File: config.mk
export PLATFORM = sky130hd
export DESIGN_NAME = adj_accum_scheduler
export DESIGN_NICKNAME = d
export VERILOG_FILES = /design/src/rtl/gcn_pkg.sv /design/src/rtl/adj_rmw_stage.sv /design/src/rtl/adj_accum_scheduler.sv
export SDC_FILE = /design/constraint.sdc
export NUM_CORES = 1
export LEC_CHECK = 0
export ABC_AREA = 0
export CORE_UTILIZATION = 42
export CTS_CLUSTER_SIZE = 8
export DETAILED_ROUTE_END_ITERATION = 8
export PLACE_DENSITY = 0.83
export SYNTH_ARGS = -nofsm -noshare
export SYNTH_HDL_FRONTEND = slang
export SYNTH_SLANG_ARGS = --single-unit
File: constraint.sdc
create_clock -name clk -period 2.33 [get_ports clk]
set_clock_uncertainty 0.2 [all_clocks]
set_input_delay 0.466 -clock clk [delete_from_list [all_inputs] [get_ports clk]]
set_output_delay 0.466 -clock clk [all_outputs]
set_load 0.005 [all_outputs]
File: src/rtl/gcn_pkg.sv
// Shared GCN pipeline types: accumulate-scheduler FSM states and op phase.
package gcn_pkg;

    typedef enum logic {
        OP_FWD,
        OP_REV
    } op_phase_t;

    typedef enum logic [1:0] {
        IDLE,
        ISSUE,
        DRAIN,
        DONE
    } adj_sched_state_t;

endpackage

File: src/rtl/adj_rmw_stage.sv
// One-deep write stage for the ADJ read-modify-write pipe.
// Latency 1 cycle R->W; no backpressure, the hazard flag steers forwarding instead of stalling.
// Backpressure: none, it accepts one op every cycle.
module adj_rmw_stage #(
    parameter int NODE_ADDR_W = 3
) (
    input  logic                   clk,
    input  logic                   reset,
    input  logic                   r_valid,
    input  logic [NODE_ADDR_W-1:0] r_target,
    output logic                   w_valid,
    output logic [NODE_ADDR_W-1:0] w_target,
    output logic                   fwd_sel
);

    logic hazard;

    // The row read this cycle is stale if the op ahead of it writes the same row now.
    always_ff @(posedge clk or posedge reset) begin
        if (reset) begin
            w_valid  <= 1'b0;
            w_target <= '0;
            hazard   <= 1'b0;
        end else begin
            w_valid  <= r_valid;
            w_target <= r_target;
            hazard   <= r_valid && w_valid && (r_target == w_target);
        end
    end

    assign fwd_sel = w_valid && hazard;

endmodule

File: src/rtl/adj_accum_scheduler.sv
// Issues one ADJ accumulate op per cycle for every COO edge, forward plus reverse when undirected.
// Latency: first read 1 cycle after start, each write 1 cycle after its read, done 2 cycles after last read.
// Backpressure: none; start is ignored while busy, RAW hazards are forwarded rather than stalled.
module adj_accum_scheduler
    import gcn_pkg::*;
#(
    parameter int NUM_NODES   = 6,
    parameter int NODE_ADDR_W = $clog2(NUM_NODES),
    parameter int NUM_EDGES   = 6,
    parameter int EDGE_ADDR_W = $clog2(NUM_EDGES),
    parameter bit UNDIRECTED  = 1'b1
) (
    input  logic                   clk,
    input  logic                   reset,
    input  logic                   start,
    input  logic [NODE_ADDR_W-1:0] coo_src,
    input  logic [NODE_ADDR_W-1:0] coo_dst,
    output logic [EDGE_ADDR_W-1:0] coo_addr,
    output logic [NODE_ADDR_W-1:0] fm_rd_addr,
    output logic                   adj_rd_en,
    output logic [NODE_ADDR_W-1:0] adj_rd_addr,
    output logic                   adj_wr_en,
    output logic [NODE_ADDR_W-1:0] adj_wr_addr,
    output logic                   fwd_sel,
    output logic                   busy,
    output logic                   done
);

    localparam logic [EDGE_ADDR_W-1:0] LAST_EDGE = EDGE_ADDR_W'(NUM_EDGES - 1);

    adj_sched_state_t       state, state_nxt;
    op_phase_t              phase, phase_nxt;
    logic [EDGE_ADDR_W-1:0] edge_ptr, edge_ptr_nxt;
    logic                   issuing;
    logic                   last_op_of_edge;
    logic [NODE_ADDR_W-1:0] r_target;
    logic [NODE_ADDR_W-1:0] r_fm;
    logic                   w_valid;
    logic [NODE_ADDR_W-1:0] w_target;

    always_ff @(posedge clk or posedge reset) begin
        if (reset) begin
            state    <= IDLE;
            phase    <= OP_FWD;
            edge_ptr <= '0;
        end else begin
            state    <= state_nxt;
            phase    <= phase_nxt;
            edge_ptr <= edge_ptr_nxt;
        end
    end

    always_comb begin
        state_nxt       = state;
        phase_nxt       = phase;
        edge_ptr_nxt    = edge_ptr;
        issuing         = 1'b0;
        r_target        = '0;
        r_fm            = '0;
        // A self-loop would accumulate the same row twice, so it only gets the forward op.
        last_op_of_edge = (phase == OP_REV) || !UNDIRECTED || (coo_src == coo_dst);
        case (state)
            IDLE, DONE: begin
                if (start) begin
                    state_nxt    = ISSUE;
                    phase_nxt    = OP_FWD;
                    edge_ptr_nxt = '0;
                end
            end
            ISSUE: begin
                issuing = 1'b1;
                if (phase == OP_FWD) begin
                    r_target = coo_dst;
                    r_fm     = coo_src;
                end else begin
                    r_target = coo_src;
                    r_fm     = coo_dst;
                end
                if (!last_op_of_edge) begin
                    phase_nxt = OP_REV;
                end else begin
                    phase_nxt = OP_FWD;
                    if (edge_ptr == LAST_EDGE) begin
                        state_nxt = DRAIN;
                    end else begin
                        edge_ptr_nxt = edge_ptr + EDGE_ADDR_W'(1);
                    end
                end
            end
            DRAIN:   state_nxt = DONE;
            default: state_nxt = IDLE;
        endcase
    end

    adj_rmw_stage #(
        .NODE_ADDR_W(NODE_ADDR_W)
    ) u_rmw (
        .clk     (clk),
        .reset   (reset),
        .r_valid (issuing),
        .r_target(r_target),
        .w_valid (w_valid),
        .w_target(w_target),
        .fwd_sel (fwd_sel)
    );

    assign coo_addr    = edge_ptr;
    assign adj_rd_en   = issuing;
    assign adj_rd_addr = r_target;
    assign fm_rd_addr  = r_fm;
    assign adj_wr_en   = w_valid;
    assign adj_wr_addr = w_valid ? w_target : '0;
    assign busy        = (state == ISSUE) || (state == DRAIN);
    assign done        = (state == DONE);

endmodule

; ---- Yosys cells after proc, flatten, opt, wreduce, memory -nomap -nowiden
; Index checks and enable logic that the tools add are counted.
[totals]
output_inout_bits = 17
mem_count = 0
romBits = 0
latch_bits = 0
ramBits = 0
register_bits = 11
input_bits = 9
[op_classes]
n_bitwise = 0
eq_ne = 10
reduce_logical = 11
n_mux = 17
add_sub_neg = 1
n_mul = 0
shifts = 0
magnitude_cmp = 0
n_div = 0
[ops]
columns = op, count
row1 = $mux W3, 8
row2 = $ne A2 B2 Y1 const B, 4
row3 = $eq A3 B3 Y1, 2
row4 = $mux W2, 3
row5 = $pmux W2 S3, 1
row6 = $pmux W3 S2, 1
row7 = $eq A2 B2 Y1 const B, 2
row8 = $reduce_and A4 Y1, 1
row9 = $add A3 B1 Y3 const B, 1
row10 = $eq A3 B3 Y1 const B, 1
row11 = $logic_and A1 B1 Y1, 3
row12 = $mux W1, 3
row13 = $reduce_and A3 Y1, 1
row14 = $eq A2 B1 Y1 const B, 1
row15 = $logic_not A2 Y1, 1
row16 = $logic_or A1 B1 Y1, 2
row17 = $pmux W1 S2, 1
row18 = $reduce_and A2 Y1, 1
row19 = $reduce_bool A2 Y1, 1
row20 = $reduce_or A2 Y1, 1

; ---- Logic depth before layout (Yosys ltp)
[logic_depth]
ltp_word = 4
depth_mapped = 6
depth_no_buf = 6

; ---- Hierarchy
; From an unflattened synthesis, not the netlist that was laid out.
[hier_totals]
hier_cells = 71
hier_area_um2 = 735.7
[by_module_without_submodules]
columns = mod, area_per_inst_um2, cells_each, seq_area_each_um2, instances
row1 = adj_accum_scheduler, 558.0, 59, 150.1, 1
row2 = adj_rmw_stage, 177.7, 12, 125.1, 1

; ---- Least setup slack after synthesis
; OpenSTA, ideal clock, no wires.
[synth_timing]
path_type = reg2out
from = reg state[1]
to = out adj_rd_addr[0]
n_path_buf = 0
path_stages_with_launch = 5
required_time_ns = 1.664
setup_slack_ns = 0.497
arrival_time_ns = 1.167
path_cell_list = dfrtp_1 -> inv_1 -> ha_1 -> clkinv_1 -> nor2_1
[synth_between]
elab_chain_len = 2
[synth_lines]
columns = item, line_no
row1 = "start, declared", adj_accum_scheduler.sv:31  ; adj_sched_state_t state, state_nxt;
row2 = "start signal, assigned", adj_accum_scheduler.sv:47  ; state <= state_nxt;
row3 = $eq A2 B1 Y1, adj_accum_scheduler.sv:62  ; case (state)
row4 = $mux W3, adj_accum_scheduler.sv:62
row5 = "end, declared", adj_accum_scheduler.sv:21  ; output logic [NODE_ADDR_W-1:0] adj_rd_addr,
; Every way passes these cells.

; ---- Worst setup path in the final report
[layout_timing]
from = reg state[1]
to = out adj_rd_en
[layout_between]
elab_chain_len = 2
[layout_lines]
columns = item, line_no
row1 = $eq A2 B1 Y1, adj_accum_scheduler.sv:62
row2 = $mux W1, adj_accum_scheduler.sv:62
row3 = "end, declared", adj_accum_scheduler.sv:20  ; output logic adj_rd_en,
; Every way passes these cells.

==> impl_metrics.toml <==
[clocking]
cts-root-buf = "clkbuf_4"
cts_buffer_depth = 2
clkTransAtPathRegs_ns = 0.07
clkLatencyLatePin_ns = 0.27
tritoncts = "done"
cts_hold_buf = 0
numCtsBuffers = 3
h-tree-depth = 1
cts_sinks = 11

[synthesis]
synth-compound-area-share_pct = 11.7
yosysTopAreaCellShare_pct = 40.3
synth.mux.area_fraction_pct = 13.2
synthXorXnorAreaFrac_pct = 7.69
synth_fp_nets = 82
synth.avg_cell_area_um2 = 9.90
synth_top_family_by_area = "simple AND/OR/NAND/NOR gates"
synth_common_cells = "dfrtp_1 (11), mux2i_1 (9), nor2_1 (9)"
synth.distinct_cells = 24
synthCells = 69
synthTopCellsByArea = "dfrtp_1 (40%), mux2i_1 (13%), ha_1 (7.3%)"
synth_edf_count = 0
synth_top_area_cell = "dfrtp_1"
synth_async_sr_flop_share_pct = 100
synthFlopType = "dfrtp_1"
ys_ff_latch = 11
yosys_warnings = 0
synthAdderAreaFrac_pct = 7.33
syn-cell-area_um2 = 683
synthSimpleGateAreaFrac_pct = 15.2
yosysSeqAreaShare_pct = 40.3
synth.most_common_cell = "dfrtp_1"

[timing]
hold_ws_ns = 0.287
slew_violations = 0
post-route-period-util_pct = 94.4
slew_headroom_pct = 70.8
rsz0062_at_grt = "no"
worstMarginPinSlew_ns = 0.437
hold_viol = 0
fmax_mhz = 454
setup-violations-final = 0
period_minus_slack_ns = 2.20
finalWorstSetupSlack_ns = 0.130

[finish]
drive_gt1_share_pct = 19.3
nets = 123
num_antenna_cells = 0
fin_util_pct = 72.8
syn_to_final_growth_pct = 60.4

[global_route]
antenna_found_initial = 0
grt_pass1_vias = 586
grt_max_degree = 12
grt_use_total_pct = 18.9
grt-ovfl-total = 0
grt_pass1_wl_um = 2520

[floorplanning]
dieArea_um2 = 1790
core_area_um2 = 1510
placementRows = 14
io_pins = 26
die_w_um = 42.3
start_util_pct = 45.3
die_h_um = 42.3

[setup_path]
end_kind = "output port"
max_stage_delay_ns = 0.50
critPathSlowestCell = "clkdlybuf4s50_1"
ff2ff_path_depth = 7
worst_setup_path_start_kind = "flop"
worstPathArrival_ns = 1.53
cp_data_required_time_ns = 1.66
crit_path_max_fanout = 7
regToRegSetupSlack_ns = 0.56
path_class = "reg2out"
crit_buf_inv = 3
r2r-end = "coo_addr[2]"
cp_top_family = "buffers and inverters"
cp_cell_sequence = "inv_2, ha_4, buf_4, clkdlybuf4s50_1"
r2r-start = "state[1]"

[power_and_ir_drop]
vdd_drop_max_uv = 543
p_leak_uw = 0.000567
p_per_area_nw_per_um2 = 1180

[routing]
drt_iter0_drc = 8
wl_per_cell_um = 11.8
drt_pass1_iterations = 3
ant_nets = 0
viasPerCell = 5.08
vias = 635
wirelength_um = 1480
drc_errors = 0

[placed_design]
port-buffer-count = 25
place_hpwl_um = 1130
gp_congestion = 0.763
place_ws_ns = -0.123

[status]
run_status = "finished, final reports clean"

[flow_run]
cap_violations = 0

[min_path]
min_path_type = "in2async"
==> worst max path at each step <==
stage / cells past startpoint / to / slack (ns) / from
6_report: 4 / adj_rd_en / 0.13 / state[1]
5_1_grt: 3 / adj_rd_addr[2] / 0.04 / phase
4_1_cts: 4 / adj_rd_addr[0] / -0.03 / coo_src[0]
3_5_place_dp: 4 / adj_rd_addr[2] / -0.12 / coo_dst[2]
3_3_place_gp: 4 / adj_rd_addr[2] / -0.08 / coo_dst[2]
2_1_floorplan: 4 / adj_rd_addr[0] / 0.50 / state[1]
==> cell families (layout without fill, tap and decap cells) <==
| kind of cell | count (synthesis) | in the layout |
|---|---|---|
| flops | 11 | 11 |
| mux | 9 | 9 |
| xor+xnor | 6 | 6 |
| buf+inv | 8 | 48 |
| simple gates | 22 | 22 |
| fa+ha+maj | 4 | 4 |
| compound gates | 9 | 9 |
==> routing by layer <==
metal	GRT usage, %	up-vias	share of wire, %
li1	-	318	-
met5	0	-	0
met3	5.17	3	4.7
met4	9.38	0	1.7
met2	28.0	21	47
met1	25.3	293	47
==> layout by cell type, fill, tap and decap left out, drive strengths merged, types with 2 or more instances in the layout <==
| master | count |
|---|---|
| clkbuf | 4 |
| dlymetal6s2s | 5 |
| ha | 4 |
| buf | 12 |
| nor2 | 9 |
| xor2 | 4 |
| inv | 6 |
| dlygate4sd2 | 3 |
| and2 | 4 |
| and3 | 2 |
| dfrtp | 11 |
| clkdlybuf4s50 | 17 |
| xnor2 | 2 |
| nand2 | 3 |
| nor3 | 2 |
| mux2i | 9 |
==> cell type report <==
class | instances | area, um^2
clock buffers | 4 | 26.3
fillers | 115 | 410
inverters | 7 | 31.3
multi-input cells | 50 | 394
flip-flops and latches | 11 | 275
well taps | 16 | 20.0
repair buffers | 37 | 349
==> state kept, by name, indices dropped and copies added, names as in the netlist <==
register	cells
coo_addr	3
phase	1
u_rmw.w_target	3
u_rmw.hazard	1
state	2
u_rmw.w_valid	1
==> where the power goes <==
| group | internal [uW] | switching [uW] | leakage [uW] |
|---|---|---|---|
| combinational | 486 | 325 | 0.000414 |
| clock | 66.4 | 67.3 | 0.0000150 |
| sequential | 269 | 80.9 | 0.000137 |
==> metrics by stage <==
step                      cells  power, uW  setup TNS [ns]  area, um^2
after floorplan              69        729               0         683
after global placement      120       1110          -0.172        1030
after detailed placement    120       1130          -0.241        1030
after CTS                   124       1280         -0.0344        1070
after global routing        125       1410               0        1100
final                       125       1290               0        1100
==> timing repair <==
| item | in CTS | in global routing |
|---|---|---|
| buffers inserted | 0 | 1 |
| gates resized for setup | 8 | 7 |
| pin swaps | 1 | 2 |
| gates cloned | 0 | 0 |
| setup endpoints to repair | 6 | 5 |
(Power assumes the default switching activity.)
